===== config.mk =====
export PLATFORM = sky130hd
export DESIGN_NAME = scurve_scan_ctrl
export DESIGN_NICKNAME = d
export VERILOG_FILES = /design/src/rtl/scurve_scan_ctrl.sv
export SDC_FILE = /design/constraint.sdc
export NUM_CORES = 1
export LEC_CHECK = 0
export BUFFER_PORTS_ARGS = -buffer_cell sky130_fd_sc_hd__buf_4
export CORE_MARGIN = 10
export CORE_UTILIZATION = 40
export CTS_CLUSTER_SIZE = 14
export DETAILED_ROUTE_END_ITERATION = 10
export PLACE_DENSITY = 0.72
export SLEW_MARGIN = 10
export SYNTH_ARGS = -nofsm -noshare
export SYNTH_HDL_FRONTEND = slang
export SYNTH_SLANG_ARGS = --single-unit

===== constraint.sdc =====
create_clock -name clk -period 4.8 [get_ports clk]
set_input_delay 0.24 -clock clk [delete_from_list [all_inputs] [get_ports clk]]
set_output_delay 0.24 -clock clk [all_outputs]
set_load 0.03 [all_outputs]

===== src/rtl/scurve_scan_ctrl.sv =====
// Threshold-scan sequencer for S-curve measurement: steps the threshold DAC over
// a programmed range, runs one counter measurement per code and streams records to a FIFO.
`default_nettype none

module scurve_scan_ctrl #(
  parameter int DAC_WIDTH     = 10,
  parameter int SETTLE_CYCLES = 400
) (
  input  logic                 clk,
  input  logic                 reset_n,
  input  logic                 scan_start,
  input  logic                 scan_abort,
  input  logic [DAC_WIDTH-1:0] dac_start,
  input  logic [DAC_WIDTH-1:0] dac_stop,
  input  logic [DAC_WIDTH-1:0] dac_step,
  input  logic [15:0]          cpt_max_in,
  output logic [DAC_WIDTH-1:0] dac_code,
  output logic                 dac_load,
  input  logic                 dac_ack,
  output logic                 test_start,
  output logic [15:0]          cpt_max,
  input  logic [15:0]          cpt_pulse,
  input  logic [15:0]          cpt_trigger,
  input  logic                 cpt_done,
  output logic [15:0]          fifo_data,
  output logic                 fifo_wr_en,
  input  logic                 fifo_full,
  output logic                 scan_busy,
  output logic                 scan_done
);

  // state      | meaning
  // IDLE       | waiting for scan_start
  // LOAD_DAC   | one-cycle DAC write strobe
  // WAIT_ACK   | waiting for DAC write completion
  // SETTLE     | threshold settling delay
  // COUNT      | counter enabled, waiting for cpt_done
  // WR_HDR     | write header {101010, dac_code}
  // WR_PULSE   | write latched pulse count
  // WR_TRIG    | write latched trigger count
  // NEXT       | advance code or finish
  // WR_TRAILER | write 16'hFFFF
  // DONE       | one-cycle scan_done pulse
  localparam logic [3:0] IDLE       = 4'd0;
  localparam logic [3:0] LOAD_DAC   = 4'd1;
  localparam logic [3:0] WAIT_ACK   = 4'd2;
  localparam logic [3:0] SETTLE     = 4'd3;
  localparam logic [3:0] COUNT      = 4'd4;
  localparam logic [3:0] WR_HDR     = 4'd5;
  localparam logic [3:0] WR_PULSE   = 4'd6;
  localparam logic [3:0] WR_TRIG    = 4'd7;
  localparam logic [3:0] NEXT       = 4'd8;
  localparam logic [3:0] WR_TRAILER = 4'd9;
  localparam logic [3:0] DONE       = 4'd10;

  localparam int             CW          = (SETTLE_CYCLES > 1) ? $clog2(SETTLE_CYCLES) : 1;
  localparam logic [CW-1:0]  SETTLE_LOAD = CW'(SETTLE_CYCLES - 1);
  localparam logic [15:0]    HDR_TAG     = 16'hA800;
  localparam logic [15:0]    TRAILER     = 16'hFFFF;

  logic [3:0]           state_q,    state_d;
  logic [DAC_WIDTH-1:0] dac_code_q, dac_code_d;
  logic [DAC_WIDTH-1:0] stop_q,     stop_d;
  logic [DAC_WIDTH-1:0] step_q,     step_d;
  logic [15:0]          cpt_max_q,  cpt_max_d;
  logic [15:0]          pulse_q,    pulse_d;
  logic [15:0]          trig_q,     trig_d;
  logic [CW-1:0]        settle_q,   settle_d;
  logic [DAC_WIDTH:0]   nxt;
  logic                 wr_state;

  // Extra bit keeps the range-end compare correct at the top of the DAC range.
  assign nxt = {1'b0, dac_code_q} + {1'b0, step_q};

  always_comb begin
    state_d    = state_q;
    dac_code_d = dac_code_q;
    stop_d     = stop_q;
    step_d     = step_q;
    cpt_max_d  = cpt_max_q;
    pulse_d    = pulse_q;
    trig_d     = trig_q;
    settle_d   = settle_q;
    case (state_q)
      IDLE: begin
        if (scan_start) begin
          stop_d    = dac_stop;
          step_d    = (dac_step == '0) ? DAC_WIDTH'(1) : dac_step;
          cpt_max_d = cpt_max_in;
          if (dac_start > dac_stop) begin
            state_d = WR_TRAILER;
          end else begin
            dac_code_d = dac_start;
            state_d    = LOAD_DAC;
          end
        end
      end
      LOAD_DAC: state_d = WAIT_ACK;
      WAIT_ACK: begin
        if (dac_ack) begin
          settle_d = SETTLE_LOAD;
          state_d  = SETTLE;
        end
      end
      SETTLE: begin
        if (settle_q == '0) state_d = COUNT;
        else                settle_d = settle_q - 1'b1;
      end
      COUNT: begin
        if (cpt_done) begin
          pulse_d = cpt_pulse;
          trig_d  = cpt_trigger;
          state_d = WR_HDR;
        end
      end
      WR_HDR:     if (!fifo_full) state_d = WR_PULSE;
      WR_PULSE:   if (!fifo_full) state_d = WR_TRIG;
      WR_TRIG:    if (!fifo_full) state_d = NEXT;
      NEXT: begin
        if (nxt > {1'b0, stop_q}) begin
          state_d = WR_TRAILER;
        end else begin
          dac_code_d = nxt[DAC_WIDTH-1:0];
          state_d    = LOAD_DAC;
        end
      end
      WR_TRAILER: if (!fifo_full) state_d = DONE;
      DONE:       state_d = IDLE;
      default:    state_d = IDLE;
    endcase
    if (scan_abort) state_d = IDLE;
  end

  always_ff @(posedge clk or negedge reset_n) begin
    if (!reset_n) begin
      state_q    <= IDLE;
      dac_code_q <= '0;
      stop_q     <= '0;
      step_q     <= '0;
      cpt_max_q  <= '0;
      pulse_q    <= '0;
      trig_q     <= '0;
      settle_q   <= '0;
    end else begin
      state_q    <= state_d;
      dac_code_q <= dac_code_d;
      stop_q     <= stop_d;
      step_q     <= step_d;
      cpt_max_q  <= cpt_max_d;
      pulse_q    <= pulse_d;
      trig_q     <= trig_d;
      settle_q   <= settle_d;
    end
  end

  assign wr_state = (state_q == WR_HDR) || (state_q == WR_PULSE) ||
                    (state_q == WR_TRIG) || (state_q == WR_TRAILER);

  // Data is a pure function of state and latched values, so it holds while full.
  always_comb begin
    fifo_data = '0;
    case (state_q)
      WR_HDR:     fifo_data = HDR_TAG | 16'(dac_code_q);
      WR_PULSE:   fifo_data = pulse_q;
      WR_TRIG:    fifo_data = trig_q;
      WR_TRAILER: fifo_data = TRAILER;
      default:    fifo_data = '0;
    endcase
  end

  assign fifo_wr_en = wr_state && !fifo_full;
  assign dac_code   = dac_code_q;
  assign dac_load   = (state_q == LOAD_DAC);
  assign test_start = (state_q == COUNT);
  assign cpt_max    = cpt_max_q;
  assign scan_busy  = (state_q != IDLE);
  assign scan_done  = (state_q == DONE);

endmodule

`default_nettype wire


======== After elaboration in Yosys (flattened, before gate mapping) ========
Index checks and enable logic that the tools add are counted.
word-level totals
  flip-flop bits (word level) ............. 91
  input port bits ......................... 85
  output and inout port bits .............. 47
  logic and storage cells ................. 72
cells by class
  add/sub/neg operators ................... 2
  order comparisons ....................... 2
  equal/unequal tests ..................... 23
  multiplexer cells ....................... 21
  reduce and logical (&&, ||, !) cells .... 16
operator list
  cell                   count
  $pmux W16 S4           1
  $mux W4                11
  $mux W10               4
  $pmux W4 S10           1
  $ne A3 B3 Y1 const B   7
  $pmux W10 S2           1
  $mux W9                2
  $pmux W9 S2            1
  $eq A4 B3 Y1 const B   4
  $eq A4 B4 Y1 const B   3
  $add A10 B10 Y11       1
  $gt A11 B10 Y1         1
  $gt A10 B10 Y1         1
  $logic_not A10 Y1      1
  $ne A2 B2 Y1 const B   5
  $logic_not A9 Y1       1
  $sub A9 B1 Y9 const B  1
  $eq A4 B2 Y1 const B   2
  $reduce_and A8 Y1      1
  $eq A4 B1 Y1 const B   1
  $logic_not A4 Y1       1
  $reduce_and A2 Y1      2
  $reduce_and A4 Y1      1
  $reduce_bool A2 Y1     2
  6 further kinds        8

======== Longest topological paths before layout ========
  word-level depth ........................ 5
  depth in mapped cells ................... 16
  depth with buffers taken out ............ 16

======== Worst setup path before layout ========
OpenSTA, ideal clock, no wires.
  kind .................................... register -> register
  start ................................... register dac_code_q[0] (netlist: dac_code[0])
  end ..................................... register dac_code_q[0] (netlist: dac_code[0])
  setup time .............................. 0.128 ns
  data arrival time ....................... 3.812 ns
  data required time ...................... 4.672 ns
  setup slack ............................. 0.861 ns
  stages on the path, launching flop included .. 17
  buffers on the path ..................... 0
  clock period less this slack ............ 3.939 ns
  cells stage by stage .................... dfrtp_1 ha_1 inv_1 fa_1 nor2b_1 o2111ai_1 nand3b_1 a31oi_1 xnor2_1 ha_1 and4_1 a211oi_1 o221ai_1 a221oi_1 nand3_1 a21oi_4 mux2_1
between the ends
  longest elaborated chain between the ends .. 4
  elaborated cells between the ends (all ways) .. 6
  those cells by class .................... add/sub (1); order compare (1); eq/ne (1); mux (2); reduce/logical (1)
RTL lines
  element                             RTL line  source
  from (decl)                         62        logic [DAC_WIDTH-1:0] dac_code_q, dac_code_d;
  from (signal assigned)              146       dac_code_q <= dac_code_d;
  $add A10 B10 Y11 *                  73        assign nxt = {1'b0, dac_code_q} + {1'b0, step_q};
  $gt A11 B10 Y1                      120       if (nxt > {1'b0, stop_q}) begin
  $ne A2 B2 Y1 (no source line)       -
  $reduce_and A4 Y1 (no source line)  -
Every way passes the cells marked *; elsewhere a longest branch is shown, timed or not. The select of a mux whose other input is x is not followed.
A chain may end at the register's enable or synchronous reset.

======== Worst setup path in the final report ========
  start ................................... register dac_code_q[0] (netlist: dac_code[0])
  end ..................................... register dac_code_q[6] (netlist: dac_code[6])
The elaborated chain is that of the path after synthesis.

==> results.py <==
metrics = {
    "setup_path": {
        "cp_slowest_cell": "a221oi_1",
        "cp-start-kind": "flop",
        "reg2reg_to": "dac_code[6]",
        "path_class": "reg2reg",
        "arrival_ps": 4470,
        "cpMostUsedCell": "ha_1",
        "slowest_delay_ps": 410,
        "regToRegSetupSlack_ps": 570,
        "required_ps": 5030,
        "worstPathCellList": "ha_1, inv_1, fa_1, nor2b_1, o2111ai_1, nand3b_1, a31oi_1, xnor2_1, ha_1, and4_1, a211oi_1, o221ai_1, a221oi_1, nand3_1, a21oi_4, mux2_1",
        "reg2regPathDepth": 16,
        "cp-end-kind": "flop",
        "r2r_start": "dac_code[0]",
        "path_max_fanout": 10,
    },
    "clock_network": {
        "cts_root_buf": "clkbuf_16",
        "clkSinkCount": 91,
        "post_cts_resized": 0,
        "cts_made_buffers": 9,
        "cts_max_path_buffers": 2,
        "clkSlewWorstSetupHoldPaths_ps": 70,
        "tritoncts": "yes",
        "worstSkewPairLatency_ps": 350,
        "cts-htree-levels": 3,
    },
    "worst_hold_path": {
        "whs_endpoint": "state_q[2]",
        "hp-class": "in2reg",
        "hp-start": "scan_abort",
        "min_path_cells": 2,
    },
    "pwr": {
        "power.internal_w": 0.00261,
        "fin_total_pwr_w": 0.00455,
        "swShare": 0.426,
        "pwr-share-comb": 0.549,
        "leakage_nw": 3.12,
        "powerDensity_mw_per_mm2": 707,
        "seq_power_share": 0.304,
        "netSwitchingPower_w": 0.00194,
        "vdd_ir_drop_max_v": 0.000394,
        "clkPwrFrac": 0.148,
    },
    "timing": {
        "tightest_slew_ps": 1170,
        "hold_violations": 0,
        "setup_viol": 0,
        "tns_ps": 0,
        "min_period_ps": 4230,
        "fin_crit_sh": 0.881,
        "grt_setup_unrepaired": "false",
        "maxSlewViolCount": 0,
        "skew_ps": 9.96,
        "fmax_ghz": 0.236,
        "final.setup.worst_slack_ps": 569,
        "slew_headroom": 0.216,
    },
    "synthesis": {
        "synthFlopType": "dfrtp_1",
        "async_flop_share": 1.00,
        "synthesis.nets": 581,
        "synth_enable_flop_cells": 0,
        "synth_seq_cells": 91,
        "ys_types": 47,
        "synth_area_per_cell_um2": 10.8,
        "synth_cells": 464,
        "syn_area_mm2": 0.00500,
        "yosysWarningCount": 0,
        "ys_seq_area_frac": 0.456,
    },
    "floorplan": {
        "initial_utilization": 0.413,
        "core_mm2": 0.0121,
        "pin_count": 132,
        "die_h_um": 132,
        "die_area_mm2": 0.0174,
        "rows": 40,
        "die_w_um": 132,
    },
    "finish": {
        "n_antenna_cell": 0,
        "fin_cells": 766,
        "area_growth_pct": 28.8,
        "stdcell_area_mm2": 0.00644,
        "nets": 711,
        "layout-drive-gt1-share": 0.371,
        "n_fill_cell": 1123,
    },
    "placement": {
        "detailedPlacementHpwl_um": 10700,
        "pre_cts_ws_ps": 592,
        "placedInstanceArea_mm2": 0.00615,
        "dp.cells": 750,
        "routabilityCongestion": 0.896,
        "portBuffers": 131,
    },
    "route": {
        "num_vias": 4015,
        "ant_nets": 0,
        "avgRoutedWirePerCell_um": 17.7,
        "drc": 0,
        "drt_iter0_markers": 248,
        "vias_per_cell": 5.24,
        "dr.pass1.iters": 4,
        "wl_um": 13500,
    },
    "grt": {
        "antenna_found_initial": 0,
        "grt-ovfl-total": 0,
        "track_usage": 0.158,
        "grt_pass1_wl_um": 22300,
        "grt_max_degree": 60,
        "grt_pass1_vias": 4367,
    },
    "run_status": {
        "outcome": "completed",
    },
    "run": {
        "drv_cap": 0,
    },
}
[cell families after synthesis]
| group | Yosys count | share of synthesized area |
|---|---|---|
| buf+inv | 48 | 0.0375 |
| fa+ha+maj | 32 | 0.0816 |
| mux | 79 | 0.177 |
| compound gates | 90 | 0.122 |
| flops | 91 | 0.456 |
| simple gates | 115 | 0.110 |
| xor+xnor | 9 | 0.0158 |
[worst max-delay path, delay by kind of cell (launching register included)]
family	cells	cell delay (ps)
muxes	1	370
AOI/OAI and AO/OA	6	1450
xor gates and xnor gates	1	210
adders and majority gates	3	870
DFF	1	400
and+or+nand+nor	4	760
buffers and inverters	1	60
[layout make-up]
class                           count  area, um^2  area share
Clock buffer                       10         239      0.0371
Clock inverter                      5        38.8     0.00602
Inverter                           32         120      0.0187
Multi-Input combinational cell    325        2540       0.394
Sequential cell                    91        2280       0.354
Tap cell                          168         210      0.0326
Timing Repair Buffer              135        1020       0.158
[state kept, by name (all words and copies together), names as in the netlist]
name / count
pulse_q: 16
dac_code: 10
step_q: 10
stop_q: 10
settle_q: 9
state_q: 4
trig_q: 16
cpt_max: 16
[power groups by stage]
stage / Combinational [W] / Clock, W / Sequential, W
6_report: 0.00250 / 0.000672 / 0.00138
5_1_grt: 0.00277 / 0.000732 / 0.00143
4_1_cts: 0.00251 / 0.000699 / 0.00138
3_5_place_dp: 0.00250 / 0 / 0.00139
3_3_place_gp: 0.00241 / 0 / 0.00137
2_1_floorplan: 0.00161 / 0 / 0.00152
[cells in the final DEF (no fill, tap or decap), types with 2 or more instances in the layout]
| master | synthesis | routed |
|---|---|---|
| nor2_1 | 25 | 25 |
| nand2b_1 | 7 | 7 |
| nor2b_1 | 6 | 6 |
| mux2_1 | 8 | 8 |
| mux2i_1 | 4 | 4 |
| nand4_1 | 3 | 3 |
| a31oi_1 | 7 | 7 |
| xor2_1 | 2 | 2 |
| nor3_1 | 9 | 9 |
| a21oi_1 | 20 | 20 |
| inv_1 | 32 | 32 |
| ha_1 | 31 | 31 |
| nor4_1 | 4 | 4 |
| o21a_1 | 3 | 3 |
| a22oi_1 | 13 | 13 |
| a211oi_1 | 4 | 4 |
| buf_4 | 0 | 134 |
| a21o_1 | 7 | 7 |
| mux2_2 | 67 | 67 |
| clkinv_4 | 0 | 2 |
| nand3_1 | 17 | 16 |
| nand2_1 | 37 | 37 |
| a22o_1 | 3 | 3 |
| o21ai_0 | 21 | 21 |
| clkbuf_16 | 0 | 9 |
| xnor2_1 | 7 | 7 |
| dfrtp_1 | 91 | 91 |
[synth_stat cells (all sizes together), types with 2 or more instances]
cell type	instances	share of area
a22oi	13	0.020
xor2	2	0.0035
nand2	37	0.028
ha	31	0.078
a22o	3	0.0053
clkbuf	12	0.0090
o21a	3	0.0045
nor3	9	0.0090
nand2b	7	0.0088
xnor2	7	0.012
nor2	25	0.019
inv	32	0.024
o21ai	23	0.025
nor2b	6	0.0075
dfrtp	91	0.46
a31oi	7	0.0088
nand3	17	0.017
nor4	4	0.0050
mux2	75	0.17
a21oi	21	0.023
mux2i	4	0.0080
buf	4	0.0045
nand4	3	0.0038
a21o	7	0.011
a211oi	4	0.0060
[routing by layer]
layer  routed length (um)  GRT usage  vias to the layer above
li1                     -          -                     1928
met1                 5460      0.172                     1950
met2                 6750      0.271                      124
met3                 1150     0.0713                       13
met4                  182     0.0433                        0
met5                    0          0                        -
[worst max-delay path by stage]
stage                 from          end  slack, ps
6_report       dac_code[0]  dac_code[6]        570
5_1_grt        dac_code[0]  dac_code[6]        230
4_1_cts        dac_code[0]  dac_code[6]        560
3_5_place_dp   dac_code[0]  dac_code[6]        590
3_3_place_gp   dac_code[0]  dac_code[4]        790
2_1_floorplan  dac_code[0]  dac_code[0]        860
[timing repair]
action | 4_1_cts | 5_1_grt
setup buffers | 0 | 0
hold buffers | 1 | 0
hold endpoints to repair | 32 | 0
[per-stage QoR]
step | hold slack (ps) | util
floorplan | -55.6 | -
global placement | 213 | 0.508
detailed placement | 212 | 0.508
CTS | 59.5 | 0.532
global route | 67.0 | 0.532
finish | 81.5 | 0.532
No activity file was read; power rests on OpenSTA's default activity.
